===== src/rtl/fetch_unit_if.sv =====
`default_nettype none
// ============================================================================
//  Module      : fetch_unit_if
//  Description : Instruction-memory request/response channel and dispatch
//                output channel of the fetch stage.
//  Revision    : 1.0  initial release
// ============================================================================
interface fetch_unit_if #(
   parameter int DATA_WIDTH = 32,
   parameter int ADDR_WIDTH = 32
);
   logic                  imem_req_valid;
   logic                  imem_req_ready;
   logic [ADDR_WIDTH-1:0] imem_req_addr;
   logic                  imem_rsp_valid;
   logic [DATA_WIDTH-1:0] imem_rsp_data;
   logic                  out_valid;
   logic                  out_ready;
   logic [DATA_WIDTH-1:0] out_instruction;
   logic [ADDR_WIDTH-1:0] out_pc;

   // Fetch-unit side: issues memory requests and presents instructions
   modport master (
      output imem_req_valid, imem_req_addr, out_valid, out_instruction, out_pc,
      input  imem_req_ready, imem_rsp_valid, imem_rsp_data, out_ready
   );

   // Environment side: instruction memory and dispatch
   modport slave (
      input  imem_req_valid, imem_req_addr, out_valid, out_instruction, out_pc,
      output imem_req_ready, imem_rsp_valid, imem_rsp_data, out_ready
   );
endinterface
`default_nettype wire


===== src/rtl/fetch_unit.sv =====
`default_nettype none
// ============================================================================
//  Module      : fetch_unit
//  Description : Instruction fetch stage. Owns the PC, issues credit-limited
//                word requests, buffers PC-tagged instructions in a FIFO and
//                flushes buffered and in-flight fetches on redirect.
//  Revision    : 1.0  initial release
// ============================================================================
module fetch_unit #(
   parameter int                    CORE       = 0,
   parameter int                    DATA_WIDTH = 32,
   parameter int                    ADDR_WIDTH = 32,
   parameter int                    FIFO_DEPTH = 4,
   parameter logic [ADDR_WIDTH-1:0] RESET_PC   = '0
) (
   input  wire logic                        clock,
   input  wire logic                        reset,
   input  wire logic                        start,
   input  wire logic                        redirect_valid,
   input  wire logic [ADDR_WIDTH-1:0]       redirect_pc,
   fetch_unit_if.master                     bus,
   output      logic [$clog2(FIFO_DEPTH):0] fifo_count,
   input  wire logic                        report
);

   localparam int PTR_W = $clog2(FIFO_DEPTH);
   localparam int CNT_W = PTR_W + 1;
   localparam logic [CNT_W:0] CREDIT_MAX = (CNT_W+1)'(FIFO_DEPTH);

   localparam logic [1:0] S_IDLE  = 2'd0;
   localparam logic [1:0] S_RUN   = 2'd1;
   localparam logic [1:0] S_FLUSH = 2'd2;

   logic [1:0]            state_q,       state_d;
   logic [ADDR_WIDTH-1:0] pc_q,          pc_d;
   logic [CNT_W-1:0]      count_q,       count_d;
   logic [CNT_W-1:0]      outstanding_q, outstanding_d;
   logic [CNT_W-1:0]      squash_q,      squash_d;
   logic [PTR_W-1:0]      rd_ptr_q,      rd_ptr_d;
   logic [PTR_W-1:0]      wr_ptr_q,      wr_ptr_d;
   logic [PTR_W-1:0]      tag_rd_q,      tag_rd_d;
   logic [PTR_W-1:0]      tag_wr_q,      tag_wr_d;
   logic [DATA_WIDTH-1:0] fifo_data_q [FIFO_DEPTH];
   logic [DATA_WIDTH-1:0] fifo_data_d [FIFO_DEPTH];
   logic [ADDR_WIDTH-1:0] fifo_pc_q   [FIFO_DEPTH];
   logic [ADDR_WIDTH-1:0] fifo_pc_d   [FIFO_DEPTH];
   logic [ADDR_WIDTH-1:0] tag_pc_q    [FIFO_DEPTH];
   logic [ADDR_WIDTH-1:0] tag_pc_d    [FIFO_DEPTH];

   logic [CNT_W:0] occupancy;
   logic           credit_ok;
   logic           req_fire;
   logic           rsp_fire;
   logic           push;
   logic           pop;
   logic           redirect_act;

   // report and CORE only steer simulation printouts elsewhere; no logic uses them
   logic unused_report;
   assign unused_report = report ^ (CORE != 0);

   // Every buffered entry plus every in-flight request holds a FIFO slot,
   // so a response always finds room.
   assign occupancy = {1'b0, count_q} + {1'b0, outstanding_q};
   assign credit_ok = occupancy < CREDIT_MAX;

   assign bus.imem_req_valid  = (state_q == S_RUN) && credit_ok;
   assign bus.imem_req_addr   = pc_q;
   assign bus.out_valid       = (count_q != '0);
   assign bus.out_instruction = fifo_data_q[rd_ptr_q];
   assign bus.out_pc          = fifo_pc_q[rd_ptr_q];
   assign fifo_count          = count_q;

   assign req_fire     = bus.imem_req_valid && bus.imem_req_ready;
   assign rsp_fire     = bus.imem_rsp_valid;
   assign pop          = bus.out_valid && bus.out_ready;
   assign redirect_act = redirect_valid && (state_q != S_IDLE);
   // A response is kept only when it is not stale and no redirect discards it
   assign push         = rsp_fire && (squash_q == '0) && !redirect_act;

   // Next-state: PC/tag queue on accept, FIFO push/pop, squash and FSM, redirect last
   always_comb begin
      state_d       = state_q;
      pc_d          = pc_q;
      count_d       = count_q;
      outstanding_d = outstanding_q;
      squash_d      = squash_q;
      rd_ptr_d      = rd_ptr_q;
      wr_ptr_d      = wr_ptr_q;
      tag_rd_d      = tag_rd_q;
      tag_wr_d      = tag_wr_q;
      fifo_data_d   = fifo_data_q;
      fifo_pc_d     = fifo_pc_q;
      tag_pc_d      = tag_pc_q;

      if (req_fire) begin
         pc_d               = pc_q + ADDR_WIDTH'(4);
         tag_pc_d[tag_wr_q] = pc_q;
         tag_wr_d           = tag_wr_q + PTR_W'(1);
      end

      // Every response, kept or squashed, retires its PC tag
      if (rsp_fire) begin
         tag_rd_d = tag_rd_q + PTR_W'(1);
         if (squash_q != '0) begin
            squash_d = squash_q - CNT_W'(1);
         end
      end

      outstanding_d = outstanding_q + CNT_W'(req_fire) - CNT_W'(rsp_fire);

      if (push) begin
         fifo_data_d[wr_ptr_q] = bus.imem_rsp_data;
         fifo_pc_d[wr_ptr_q]   = tag_pc_q[tag_rd_q];
         wr_ptr_d              = wr_ptr_q + PTR_W'(1);
      end
      if (pop) begin
         rd_ptr_d = rd_ptr_q + PTR_W'(1);
      end
      count_d = count_q + CNT_W'(push) - CNT_W'(pop);

      case (state_q)
         S_IDLE: begin
            if (redirect_valid) begin
               pc_d = redirect_pc;
            end
            if (start) begin
               state_d = S_RUN;
            end
         end
         S_RUN: begin
            state_d = S_RUN;
         end
         S_FLUSH: begin
            if (squash_q == '0) begin
               state_d = S_RUN;
            end
         end
         default: begin
            state_d = S_IDLE;
         end
      endcase

      // Redirect empties the buffer; everything still in flight becomes stale
      if (redirect_act) begin
         pc_d     = redirect_pc;
         count_d  = '0;
         rd_ptr_d = '0;
         wr_ptr_d = '0;
         squash_d = outstanding_d;
         state_d  = (outstanding_d != '0) ? S_FLUSH : S_RUN;
      end
   end

   // State registers with asynchronous active-low reset
   always_ff @(posedge clock or negedge reset) begin
      if (!reset) begin
         state_q       <= S_IDLE;
         pc_q          <= RESET_PC;
         count_q       <= '0;
         outstanding_q <= '0;
         squash_q      <= '0;
         rd_ptr_q      <= '0;
         wr_ptr_q      <= '0;
         tag_rd_q      <= '0;
         tag_wr_q      <= '0;
         for (int i = 0; i < FIFO_DEPTH; i++) begin
            fifo_data_q[i] <= '0;
            fifo_pc_q[i]   <= '0;
            tag_pc_q[i]    <= '0;
         end
      end else begin
         state_q       <= state_d;
         pc_q          <= pc_d;
         count_q       <= count_d;
         outstanding_q <= outstanding_d;
         squash_q      <= squash_d;
         rd_ptr_q      <= rd_ptr_d;
         wr_ptr_q      <= wr_ptr_d;
         tag_rd_q      <= tag_rd_d;
         tag_wr_q      <= tag_wr_d;
         fifo_data_q   <= fifo_data_d;
         fifo_pc_q     <= fifo_pc_d;
         tag_pc_q      <= tag_pc_d;
      end
   end

endmodule
`default_nettype wire

===== src/flat_wrapper.sv =====
// flat-port wrapper written by rule: the top's interface ports become plain ports
module fetch_unit_flat 
#(
   parameter int                    CORE       = 0,
   parameter int                    DATA_WIDTH = 32,
   parameter int                    ADDR_WIDTH = 32,
   parameter int                    FIFO_DEPTH = 4,
   parameter logic [ADDR_WIDTH-1:0] RESET_PC   = '0
)
  (clock, reset, start, redirect_valid, redirect_pc, fifo_count, report, bus_imem_req_valid, bus_imem_req_addr, bus_out_valid, bus_out_instruction, bus_out_pc, bus_imem_req_ready, bus_imem_rsp_valid, bus_imem_rsp_data, bus_out_ready);
  fetch_unit_if #(.DATA_WIDTH(DATA_WIDTH), .ADDR_WIDTH(ADDR_WIDTH)) bus_i ();
  input  wire logic clock;
  input  wire logic reset;
  input  wire logic start;
  input  wire logic redirect_valid;
  input  wire logic [ADDR_WIDTH-1:0] redirect_pc;
  output      logic [$clog2(FIFO_DEPTH):0] fifo_count;
  input  wire logic report;
  output wire logic [$bits(bus_i.imem_req_valid)-1:0] bus_imem_req_valid;
  output wire logic [$bits(bus_i.imem_req_addr)-1:0] bus_imem_req_addr;
  output wire logic [$bits(bus_i.out_valid)-1:0] bus_out_valid;
  output wire logic [$bits(bus_i.out_instruction)-1:0] bus_out_instruction;
  output wire logic [$bits(bus_i.out_pc)-1:0] bus_out_pc;
  input wire logic [$bits(bus_i.imem_req_ready)-1:0] bus_imem_req_ready;
  input wire logic [$bits(bus_i.imem_rsp_valid)-1:0] bus_imem_rsp_valid;
  input wire logic [$bits(bus_i.imem_rsp_data)-1:0] bus_imem_rsp_data;
  input wire logic [$bits(bus_i.out_ready)-1:0] bus_out_ready;
  assign bus_imem_req_valid = bus_i.imem_req_valid;
  assign bus_imem_req_addr = bus_i.imem_req_addr;
  assign bus_out_valid = bus_i.out_valid;
  assign bus_out_instruction = bus_i.out_instruction;
  assign bus_out_pc = bus_i.out_pc;
  assign bus_i.imem_req_ready = bus_imem_req_ready;
  assign bus_i.imem_rsp_valid = bus_imem_rsp_valid;
  assign bus_i.imem_rsp_data = bus_imem_rsp_data;
  assign bus_i.out_ready = bus_out_ready;
  fetch_unit #(.CORE(CORE), .DATA_WIDTH(DATA_WIDTH), .ADDR_WIDTH(ADDR_WIDTH), .FIFO_DEPTH(FIFO_DEPTH), .RESET_PC(RESET_PC)) u_core (.clock(clock), .reset(reset), .start(start), .redirect_valid(redirect_valid), .redirect_pc(redirect_pc), .bus(bus_i), .fifo_count(fifo_count), .report(report));
endmodule

===== config.mk =====
export PLATFORM = sky130hd
export DESIGN_NAME = fetch_unit_flat
export DESIGN_NICKNAME = d
export VERILOG_FILES = /design/src/rtl/fetch_unit_if.sv /design/src/rtl/fetch_unit.sv /design/src/flat_wrapper.sv
export SDC_FILE = /design/constraint.sdc
export NUM_CORES = 1
export LEC_CHECK = 0
export ABC_AREA = 1
export CAP_MARGIN = 20
export CORE_MARGIN = 2
export CORE_UTILIZATION = 30
export CTS_BUF_LIST = sky130_fd_sc_hd__clkbuf_4 sky130_fd_sc_hd__clkbuf_8 sky130_fd_sc_hd__clkbuf_16
export DETAILED_ROUTE_END_ITERATION = 7
export HOLD_SLACK_MARGIN = 0.02
export SLEW_MARGIN = 20
export SYNTH_ARGS = -nofsm -noshare
export SYNTH_HDL_FRONTEND = slang
export SYNTH_SLANG_ARGS = --single-unit

===== constraint.sdc =====
create_clock -name clock -period 2.79 [get_ports clock]
set_clock_uncertainty 0.15 [all_clocks]
set_input_delay 0.558 -clock clock [delete_from_list [all_inputs] [get_ports clock]]
set_output_delay 0.558 -clock clock [all_outputs]
set_load 0.01 [all_outputs]

==> flow_summary.json <==
{
  "drtIter0Drc": 997,
  "postSynthAreaPerCell_um2": 10.1,
  "switching_share_pct": 36.9,
  "core.rowCount": 94,
  "ios": 173,
  "cts_buffers": 50,
  "antenna_cells": 0,
  "clk_latency_ps": 590,
  "die_x_um": 261,
  "rr_endpoint": "u_core.state_q[0]$_DFFE_PN0P_",
  "cts-root-buf": "clkbuf_16",
  "dieArea_um2": 68100,
  "start_util_pct": 30.2,
  "path_clk_slew_ps": 60,
  "slew_viol_final": 0,
  "cp_max_fo": 21,
  "vias": 15200,
  "power.density_nw_per_um2": 1080,
  "crit_start": "u_core.rd_ptr_q[0]$_DFFE_PN0P_",
  "slew-limit-headroom_pct": 60.6,
  "htree_levels": 2,
  "drtPass1Iterations": 5,
  "fin_crit_ps": 2780,
  "nNetsFinal": 2237,
  "r2r-start": "u_core.outstanding_q[1]$_DFF_PN0_",
  "drv_cap": 0,
  "drive_gt1_share_pct": 24.6,
  "syn_area_um2": 19800,
  "synth_cell_type_count": 34,
  "viasPerCell": 4.99,
  "synth_top_area_cell": "dfrtp_1",
  "r2r_setup_slack_ps": 190,
  "setup_tns_ps": 0,
  "clock-sinks": 435,
  "synthCells": 1961,
  "worst_pin_slew_ps": 591,
  "setup_viol": 0,
  "worst_setup_path_end_kind": "primary output",
  "p_sw_w": 0.00992,
  "drc": 0,
  "pwr-share-comb_pct": 39.5,
  "core_area_um2": 65500,
  "grt_first_pass_wirelength_mm": 85.9,
  "cts_tree": "yes",
  "rsz0062_at_grt": "true",
  "worstRegToRegCells": 12,
  "synthToLayoutAreaGrowth_pct": 26.1,
  "vdd_drop_max_mv": 0.446,
  "worstHoldPathType": "in2async",
  "fmax_mhz": 360,
  "path_class": "reg2out",
  "ys_warn_count": 0,
  "hold_ws_ps": 327,
  "hold_viol_final": 0,
  "die_height_um": 261,
  "grt_max_degree": 78,
  "synth.area.top_cells": "dfrtp_1 55%, mux2_2 13%, o21ai_0 8.5%",
  "io_buffer_count": 171,
  "gp_congestion": 0.822,
  "period_share_pct": 99.6,
  "cts_buffer_depth": 3,
  "antenna_found_initial": 1,
  "grt_pass1_vias": 15500,
  "cp.required_ps": 2080,
  "p_int_w": 0.0170,
  "arrival_ps": 2070,
  "pwr-share-clk_pct": 25.3,
  "synth_top_cell_area_share_pct": 55.0,
  "ys_seq_area_share_pct": 55.0,
  "p_leak_nw": 11.5,
  "avgRoutedWirePerCell_um": 18.3,
  "ys_ff_latch": 435,
  "crit_path_end": "bus_out_instruction[7]",
  "hpwl_mm": 34.3,
  "seqPwrFrac_pct": 35.2,
  "start_kind": "register",
  "syn_nets": 2052,
  "status": "finished clean",
  "routed_wl_mm": 55.9,
  "gr-total-overflow": 0,
  "antenna_left": 0,
  "gr-usage-all-layers_pct": 16.0
}
## worst max-delay path, stage by stage (launching register included)
cell,delay (ps)
dfrtp_4,550
buf_16,170
buf_4,140
buf_12,150
o21ai_0,180
o22ai_1,120
buf_2,150
## through the flow
stage	worst slack, ps	utilization, %	cells	power [W]	instance area, um2
2_1_floorplan	-90.0	-	1961	0.0150	19800
3_3_place_gp	-133	34.9	2935	0.0194	22800
6_report	10.6	38.1	3050	0.0269	25000
5_1_grt	-34.2	38.1	3050	0.0287	25000
4_1_cts	-90.4	37.9	3046	0.0269	24800
3_5_place_dp	-41.5	34.9	2935	0.0197	22800
## cells in the mapped netlist, drive strengths merged
cell and n:
nand3b 1, clkbuf 82, clkinv 1, o21ai 338, dfrtp 435, o22ai 96
o31ai 1, or2 1, nand3 53, inv 73, fa 2, nand4 13
a31oi 6, xnor2 2, nor3 3, ha 17, a21oi 4, nand2 276
a22o 1, o211ai 2, mux2 256, xor2 9, buf 41, nor2 248
## power groups by stage
stage          logic [W]  registers, W  clock network (W)
2_1_floorplan    0.00583       0.00920                  0
3_3_place_gp      0.0100       0.00935                  0
5_1_grt           0.0117       0.00968            0.00727
6_report          0.0106       0.00945            0.00681
3_5_place_dp      0.0103       0.00948                  0
4_1_cts           0.0105       0.00940            0.00699
## state kept, by name, summed over array words and instances, names as in the netlist
signal,count
u_core.squash_q,3
u_core.fifo_data_q,128
u_core.tag_rd_q,2
u_core.tag_pc_q,128
u_core.state_q,2
u_core.wr_ptr_q,2
u_core.bus.imem_req_addr,32
u_core.fifo_count,3
u_core.outstanding_q,3
u_core.rd_ptr_q,2
u_core.fifo_pc_q,128
u_core.tag_wr_q,2
## worst min path at each step
stage                                                         end  slack (ps)  depth (start not counted)
after floorplan           u_core.bus.imem_req_addr[0]$_DFFE_PN0P_         110                          0
after global placement            u_core.tag_pc_q[35]$_DFFE_PN0P_         310                          2
after detailed placement          u_core.tag_pc_q[53]$_DFFE_PN0P_         320                          2
after CTS                      u_core.fifo_data_q[22]$_DFFE_PN0P_         310                          2
after global routing              u_core.tag_pc_q[42]$_DFFE_PN0P_         340                          2
final                          u_core.fifo_data_q[54]$_DFFE_PN0P_         330                          2
## per-layer routing
layer	GRT usage (%)	vias to the layer above	share of wire [%]
met2	26.3	418	47
met3	2.90	92	5.7
met5	0	-	0.023
met1	21.4	7625	45
met4	5.13	2	2.5
li1	-	7089	-
## timing repair
| item | 4_1_cts | 5_1_grt |
|---|---|---|
| endpoints found under the hold margin | 41 | 0 |
| setup buffers | 14 | 1 |
| resized for setup | 312 | 50 |
| hold buffers | 1 | 0 |
| pin swaps | 19 | 27 |
| endpoints found under the setup margin | 65 | 42 |
| gates cloned | 5 | 6 |
## logic make-up (layout without fill, tap and decap cells)
| logic type | Yosys count | after routing | share of synthesized area [%] |
|---|---|---|---|
| AOI/OAI and AO/OA | 448 | 448 | 12.0 |
| muxes | 256 | 256 | 14.6 |
| DFF | 435 | 435 | 55.0 |
| and+or+nand+nor | 595 | 595 | 12.3 |
| xor gates and xnor gates | 11 | 11 | 0.487 |
| adders and majority gates | 19 | 19 | 1.28 |
| buffers and inverters | 197 | 422 | 4.37 |
## cell type report
class | count | area [um2]
Clock buffer | 68 | 1460
Clock inverter | 24 | 268
Fill cell | 6352 | 40500
Inverter | 74 | 285
Multi-Input combinational cell | 1329 | 8280
Sequential cell | 435 | 10900
Tap cell | 864 | 1080
Timing Repair Buffer | 256 | 2700
## cell usage in the layout, fill, tap and decap left out, drive strengths merged, types with 75 or more instances in the layout
cell | synthesis | final
buf | 41 | 134
clkbuf | 82 | 76
clkdlybuf4s50 | 0 | 105
dfrtp | 435 | 435
inv | 73 | 75
mux2 | 256 | 256
nand2 | 276 | 276
nor2 | 248 | 248
o21ai | 338 | 338
o22ai | 96 | 96
(Power assumes the default switching activity.)
